<file path="src/rtl/hazard_ctrl.sv">
// Pipeline hazard controller: load-use / branch-operand stalls,
// taken-branch flush and data-memory wait freeze for the 5-stage core.
module hazard_ctrl #(
    parameter int DELAY_SLOT  = 1,
    parameter int MEM_TIMEOUT = 15,
    parameter int CNT_W       = 16
) (
    input  logic             clock,
    input  logic             reset,
    input  logic [4:0]       id_addra,
    input  logic [4:0]       id_addrb,
    input  logic             id_usea,
    input  logic             id_useb,
    input  logic             id_branch,
    input  logic             id_taken,
    input  logic [4:0]       ex_regdest,
    input  logic             ex_writereg,
    input  logic             ex_load,
    input  logic             mem_req,
    input  logic             mem_ack,
    output logic             hz_if_id_stall,
    output logic             hz_mem_stall,
    output logic             hz_pc_we,
    output logic             hz_if_flush,
    output logic             hz_timeout,
    output logic [CNT_W-1:0] hz_stall_count
);

    localparam int WW = (MEM_TIMEOUT < 2) ? 1 : $clog2(MEM_TIMEOUT + 1);
    localparam logic [WW-1:0] WMAX = WW'(MEM_TIMEOUT);
    localparam bit FLUSH_EN = (DELAY_SLOT == 0);

    typedef enum logic [1:0] {RUN, LDBR, MEMWAIT} state_t;

    state_t           state_q, state_d;
    logic             ret_q, ret_d;
    logic [WW-1:0]    wait_q, wait_d;
    logic             tmo_q, tmo_d;
    logic [CNT_W-1:0] cnt_q, cnt_d;

    logic dep_a, dep_b, dep, need1, need2, mem_pend;
    logic ifid, mstall, flush, stall_any;

    always_comb begin
        dep_a = id_usea & ex_writereg & (id_addra != 5'd0)
              & (id_addra == ex_regdest);
        dep_b = id_useb & ex_writereg & (id_addrb != 5'd0)
              & (id_addrb == ex_regdest);
        dep   = dep_a | dep_b;
        need2 = dep & ex_load & id_branch;
        need1 = dep & (ex_load | id_branch) & ~need2;
        mem_pend = mem_req & ~mem_ack;

        state_d = state_q;
        ret_d   = ret_q;
        wait_d  = wait_q;
        tmo_d   = tmo_q;
        ifid    = 1'b0;
        mstall  = 1'b0;
        flush   = 1'b0;

        unique case (state_q)
            RUN: begin
                if (mem_pend) begin
                    mstall  = 1'b1;
                    state_d = MEMWAIT;
                    ret_d   = 1'b0;
                    wait_d  = '0;
                end else if (need2) begin
                    ifid    = 1'b1;
                    state_d = LDBR;
                end else if (need1) begin
                    ifid = 1'b1;
                end else if (id_taken && FLUSH_EN) begin
                    flush = 1'b1;
                end
            end
            LDBR: begin
                // a memory freeze here must come back to finish the 2nd bubble
                if (mem_pend) begin
                    mstall  = 1'b1;
                    state_d = MEMWAIT;
                    ret_d   = 1'b1;
                    wait_d  = '0;
                end else begin
                    ifid    = 1'b1;
                    state_d = RUN;
                end
            end
            MEMWAIT: begin
                mstall = ~mem_ack;
                if (mem_ack) begin
                    state_d = ret_q ? LDBR : RUN;
                end else begin
                    if (wait_q != WMAX) wait_d = wait_q + WW'(1);
                    if (wait_q + WW'(1) == WMAX) tmo_d = 1'b1;
                end
            end
            default: state_d = RUN;
        endcase

        stall_any = ifid | mstall;
        cnt_d = cnt_q;
        if (stall_any && (cnt_q != {CNT_W{1'b1}}))
            cnt_d = cnt_q + CNT_W'(1);
    end

    always_ff @(posedge clock) begin
        if (reset) begin
            state_q <= RUN;
            ret_q   <= 1'b0;
            wait_q  <= '0;
            tmo_q   <= 1'b0;
            cnt_q   <= '0;
        end else begin
            state_q <= state_d;
            ret_q   <= ret_d;
            wait_q  <= wait_d;
            tmo_q   <= tmo_d;
            cnt_q   <= cnt_d;
        end
    end

    assign hz_if_id_stall = ~reset & ifid;
    assign hz_mem_stall   = ~reset & mstall;
    assign hz_if_flush    = ~reset & flush;
    assign hz_pc_we       = ~reset & ~stall_any;
    assign hz_timeout     = tmo_q;
    assign hz_stall_count = cnt_q;

endmodule

</file>
<file path="config.mk">
export PLATFORM = sky130hd
export DESIGN_NAME = hazard_ctrl
export DESIGN_NICKNAME = d
export VERILOG_FILES = /design/src/rtl/hazard_ctrl.sv
export SDC_FILE = /design/constraint.sdc
export NUM_CORES = 1
export LEC_CHECK = 0
export CAP_MARGIN = 30
export CORE_MARGIN = 3
export CORE_UTILIZATION = 47
export CTS_BUF_LIST = sky130_fd_sc_hd__clkbuf_8 sky130_fd_sc_hd__clkbuf_16
export DETAILED_ROUTE_END_ITERATION = 16
export GPL_TIMING_DRIVEN = 1
export PLACE_DENSITY_LB_ADDON = 0.25
export SLEW_MARGIN = 20
export SYNTH_ARGS = -nofsm -noshare
export SYNTH_HDL_FRONTEND = slang
export SYNTH_SLANG_ARGS = --single-unit
</file>
<file path="constraint.sdc">
create_clock -name clock -period 3.4 [get_ports clock]
set_clock_uncertainty 0.1 [all_clocks]
set_input_delay 1.02 -clock clock [delete_from_list [all_inputs] [get_ports clock]]
set_output_delay 1.02 -clock clock [all_outputs]
set_load 0.01 [all_outputs]
</file>
* Word-level counts from Yosys, hierarchy flattened
Cells that the tools add are included.
** Word-level totals
- Register bits :: 24
- Latch bits :: 0
- RAM bits :: 0
- Memory bits (read-only) :: 0
- Input port bits :: 25
- Output and inout bits :: 21
- Logic and storage cells :: 73
- Memories kept :: 0
** Operators by class
- $add $sub $neg :: 2
- Multipliers :: 0
- Divide/modulo/power cells :: 0
- Order comparisons :: 0
- Eq/ne operators :: 14
- Shifts and indexed selects :: 0
- Multiplexer cells :: 20
- Bitwise logic cells :: 21
- Reductions and logical operators :: 11
** Operators by type and width (number)
- $add A16 B1 Y16 const B :: 1
- $ne A16 B16 Y1 const B :: 1
- $and A1 B1 Y1 :: 14
- $mux W4 :: 3
- $eq A5 B5 Y1 :: 2
- $ne A2 B2 Y1 const B :: 5
- $reduce_bool A5 Y1 :: 2
- $mux W1 :: 8
- $mux W2 :: 4
- $pmux W4 S2 :: 1
- $pmux W1 S2 :: 3
- $pmux W2 S3 :: 1
- $reduce_and A3 Y1 :: 2
- $add A4 B1 Y4 const B :: 1
- $eq A4 B4 Y1 const B :: 1
- $ne A4 B4 Y1 const B :: 1
- $not A1 Y1 :: 4
- $reduce_and A4 Y1 :: 1
- $reduce_bool A2 Y1 :: 2
- $ne A3 B3 Y1 const B :: 1
- $or A1 B1 Y1 :: 3
- $eq A2 B1 Y1 const B :: 1
- $eq A2 B2 Y1 const B :: 1
- $logic_not A2 Y1 :: 1
- 4 further kinds :: 4

* Longest topological paths before layout
Gate-level depths: netlist of run 1.
- Depth after elaboration :: 15
- Depth in mapped cells :: 7

* Worst setup path before layout of run 1
No wires, ideal clock.
- Path type :: input port to output port
- From :: input port id_addra[0]
- To :: output port hz_pc_we
- Arrival time :: 2227 ps
- Required time :: 2280 ps
- Path slack :: 53 ps
- Stages :: 6
- Buffers on the path :: 1
- Path through :: nor4_1 -> o21ai_1 -> a41oi_2 -> and3_4 -> buf_2 -> nor2b_1
** On the way
- Cells in the longest elaborated chain, start to end :: 15
** RTL lines
- start, declared :: RTL line 10 : input logic [4:0] id_addra,
- $reduce_bool A5 Y1 :: RTL line 45 : dep_a = id_usea & ex_writereg & (id_addra != 5'd0)
- $and A1 B1 Y1 :: RTL line 45
- $and A1 B1 Y1 (*) :: RTL line 46 : & (id_addra == ex_regdest);
- $or A1 B1 Y1 (*) :: RTL line 49 : dep = dep_a | dep_b;
- $and A1 B1 Y1 (2 in series) :: RTL line 50 : need2 = dep & ex_load & id_branch;
- $not A1 Y1 :: RTL line 51 : need1 = dep & (ex_load | id_branch) & ~need2;
- $and A1 B1 Y1 :: RTL line 51
- $mux W1 :: RTL line 72 : end else if (need1) begin
- $mux W1 (*) :: RTL line 69 : end else if (need2) begin
- $mux W1 (*) :: RTL line 64 : if (mem_pend) begin
- $pmux W1 S2 (*) :: RTL line 62 : unique case (state_q)
- $or A1 B1 Y1 (*) :: RTL line 102 : stall_any = ifid | mstall;
- $not A1 Y1 (*) :: RTL line 127 : assign hz_pc_we = ~reset & ~stall_any;
- $and A1 B1 Y1 (*) :: RTL line 127
- end, declared :: RTL line 23 : output logic hz_pc_we,
Mark *: on every way between the ends. The rest lies on a longest branch, timed or not.

* Worst setup path after layout of run 1
- From :: input port id_addrb[4]
- To :: output port hz_if_id_stall
** On the way
- Cells in the longest elaborated chain, start to end :: 13
** RTL lines
- start, declared :: RTL line 11 : input logic [4:0] id_addrb,
- $reduce_bool A5 Y1 :: RTL line 47 : dep_b = id_useb & ex_writereg & (id_addrb != 5'd0)
- $and A1 B1 Y1 :: RTL line 47
- $and A1 B1 Y1 (*) :: RTL line 48 : & (id_addrb == ex_regdest);
- $or A1 B1 Y1 (*) :: RTL line 49
- $and A1 B1 Y1 (2 in series) :: RTL line 50
- $not A1 Y1 :: RTL line 51
- $and A1 B1 Y1 :: RTL line 51
- $mux W1 :: RTL line 72
- $mux W1 (*) :: RTL line 69
- $mux W1 (*) :: RTL line 64
- $pmux W1 S2 (*) :: RTL line 62
- $and A1 B1 Y1 (*) :: RTL line 124 : assign hz_if_id_stall = ~reset & ifid;
- end, declared :: RTL line 21 : output logic hz_if_id_stall,
Marks and branches as above.

==> impl_results.md, run 1 <==
* H-tree depth at 1
* Power density relative to cell area at 273 mW/mm^2
* Count of cell types in the netlist at 47
* TritonRoute pass-1 iters at 4
* Gate Count Post-Synth at 182
* Number of synthesized register bits at 24
* Diodes inserted at 0
* Drt via density at 5.51
* First DRT Iteration DRCs at 93
* Number of antenna violations at the first check in global routing at 0
* Starting Density at 52.2%
* Number of buffers created by CTS at 3
* Width of the die at 62.7 um
* Number of maximum-capacitance violations at 0
* Worst path bufs/invs at 3
* Floorplan die height at 62.7 um
* Total clock sinks at 24
* Signed area change from the synthesized netlist to the final layout at 43.9%
* Die outline area at 0.00394 mm^2
* Final core utilization at 75.1%
* Maximum clock insertion buffer count at 2
* Worst Setup Path Type: in -> out
* Delay of the slowest critical-path stage at 0.24 ns
* Family with the most delay on the worst path: buffers and inverters
* Vias after detailed routing at 1547
* Max-Slew Margin vs Limit at 56.3%
* Sequence of cells on the critical path: dlygate4sd2_1 > or2_1 > o21ai_2 > nand4_1 > buf_4 > a21oi_2 > buf_2
* Share of the yosys chip area belonging to registers at 31.8%
* Run status: finished clean
* Crit-path max FO at 2
* Slowest library cell on the worst path: sky130_fd_sc_hd__dlygate4sd2_1
* Final count of negative-setup-slack endpoints at 0
* First-pass GRT wire length at 6400 um
* Global-route congestion overflow total at 0
* Number of top-level pins at 46
* Routability Congestion at 0.836
* GR Util All Layers at 19.4%
* Number of enable flip-flop cells after synthesis at 0
* Number of input and output port buffers inserted at 43
* Path class of the lowest-slack min-delay path: reg -> reg
* Peak supply drop at 0.143 mV
* Static leakage at 0.000858 uW
* Worst Path Required at 2.28 ns
* Pre-CTS worst setup slack at -0.768 ns
* Residual antenna-violating net count after detailed routing at 0
* Rows at 19
* Pins over their slew limit at 0
* Routed wire length at 3930 um
* Vias in the first global route at 1509
* Average wire length per cell after detail routing at 14.0 um
* Type of element capturing the critical path: primary output
* Final cycle utilization of the critical path at 98.6%
* Avg Inst Size Synth at 8.31 um^2
* Actual transition at the worst max-transition pin at 0.652 ns
* Count of endpoints failing hold in the final timing report at 0
* Fmax at 298 MHz
* Total nets after synthesis at 210
* Share of layout cells above drive strength 1 at 27.6%
* Clk_lat worst skew at 0.27 ns
* Number of warnings printed during yosys synthesis at 0
* Data arrival time at the worst-slack endpoint at 2.23 ns
* Master cell of the clock root buffer: sky130_fd_sc_hd__clkbuf_8
* CP startpoint kind: input pin
* Final critical delay including setup and external delays at 3.35 ns
* Pin count of the biggest net entering global routing at 21
* Detailed Place HPWL at 2860 um
* Detailed-route DRC error count at 0
* Finished Cell Area at 0.00218 mm^2
* Total negative setup slack at 0 ns
* Most frequent standard cell in the layout excluding fill and tap cells: sky130_fd_sc_hd__dfxtp_1
* Core box area at 0.00290 mm^2
* Smallest setup slack after layout at 0.0483 ns
* Flip-flop cell with the highest count after synthesis: sky130_fd_sc_hd__dfxtp_1
* Clock tree from TritonCTS: built
* Proportion of synthesized flip-flops having asynchronous set or reset at 0%
* Post-Syn Area at 0.00151 mm^2
* Hold slack final at 0.383 ns
* Layout net count at 268
* Post-CTS clock slew at the launch and capture registers of the worst setup and hold paths at 0.08 ns
* Placed cell area at 0.00205 mm^2
* Commonest cells after routing, fill and taps aside: 24 x sky130_fd_sc_hd__dfxtp_1, 23 x sky130_fd_sc_hd__nor2_1, 19 x sky130_fd_sc_hd__clkdlybuf4s50_1
worst reg2reg max path: stages, from the launching register on:
cell                      delay, ns
sky130_fd_sc_hd__dfxtp_1       0.44
sky130_fd_sc_hd__and4_1        0.30
sky130_fd_sc_hd__nand4_1       0.27
sky130_fd_sc_hd__nor3_2        0.58
sky130_fd_sc_hd__or3_1         0.23
sky130_fd_sc_hd__nor3_1        0.06
sky130_fd_sc_hd__mux2_2        0.26
repair_timing:
action	CTS	global route
resized for setup	54	37
pin swaps	14	16
hold buffers	0	0
buffers inserted	3	2
setup endpoints to repair	3	2
layout make-up:
cell class / count / area [um^2]
tap: 42 / 52.6
sequential: 24 / 480
multi-input combinational: 148 / 1080
fill: 235 / 723
inverter: 3 / 11.3
clock buffer: 4 / 55.1
timing repair buffer: 60 / 494
sequential cells by signal, summed over array words and instances, names as in the netlist:
signal,count
wait_q,4
state_q,2
ret_q,1
hz_stall_count,16
hz_timeout,1
final timing paths:
check / start / endpoint / slack [ns] / cells past startpoint
max: id_addrb[4] / hz_if_id_stall / 0.05 / 7
min: hz_timeout$_SDFFE_PP0P_ / hz_timeout$_SDFFE_PP0P_ / 0.38 / 1
max reg2reg: hz_stall_count[3]$_SDFFE_PP0P_ / hz_stall_count[15]$_SDFFE_PP0P_ / 1.05 / 6
min reg2reg: hz_timeout$_SDFFE_PP0P_ / hz_timeout$_SDFFE_PP0P_ / 0.38 / 1
per-layer routing:
metal  track usage [%]  vias to the layer above  wire length [um]
li1                  -                      758                 -
met1              22.7                      722              1650
met2              35.2                       61              2010
met3              3.06                        6               222
met4              7.44                        0                51
met5                 0                        -                 0
synthesized netlist by cell type, drive strengths merged, types with 2 or more instances:
cell type	count	area share, %
dfxtp	24	32
nor2	24	6.0
nand2	12	3.0
nor2b	12	5.1
mux2	10	7.4
a21oi	9	3.0
xor2	8	4.6
nor3	7	2.6
nor4	7	4.3
nand3	6	2.0
o21ai	6	2.0
and3	4	2.0
clkbuf	4	0.99
nand2b	4	1.7
nand4	4	1.7
nor3b	4	2.0
or3	4	1.7
buf	3	1.6
ha	3	2.5
inv	3	0.74
mux2i	3	2.0
a41oi	2	1.7
and2	2	0.83
o31ai	2	0.99
or2	2	0.83
or4	2	0.99
xnor2	2	1.2
logic make-up after synthesis:
group / after synthesis / share of synthesized area (%)
DFF: 24 / 31.8
AOI/OAI and AO/OA: 24 / 10.3
other: 1 / 0.248
adders and majority gates: 3 / 2.48
and+or+nand+nor: 97 / 36.6
muxes: 13 / 9.43
buffers and inverters: 10 / 3.31
xor gates and xnor gates: 10 / 5.79
power breakdown:
part	total, uW	leakage (uW)	switching, uW	internal (uW)
logic	114	0.000635	55.6	58.0
clock network	192	0.0000288	88.9	103
registers	288	0.000194	3.96	284
stage by stage:
stage          instances  total power [uW]
2_1_floorplan        182               342
3_3_place_gp         272               391
3_5_place_dp         272               396
4_1_cts              279               585
5_1_grt              281               620
6_report             281               593
Power figures use the tool's default switching activity.
==> inputs of run 2 (changes only) <==
GPL_ROUTABILITY_DRIVEN = 0   (was not set)
==> results of run 2 <==
No change in the layout: final DEF, timing and power equal those of run 1.
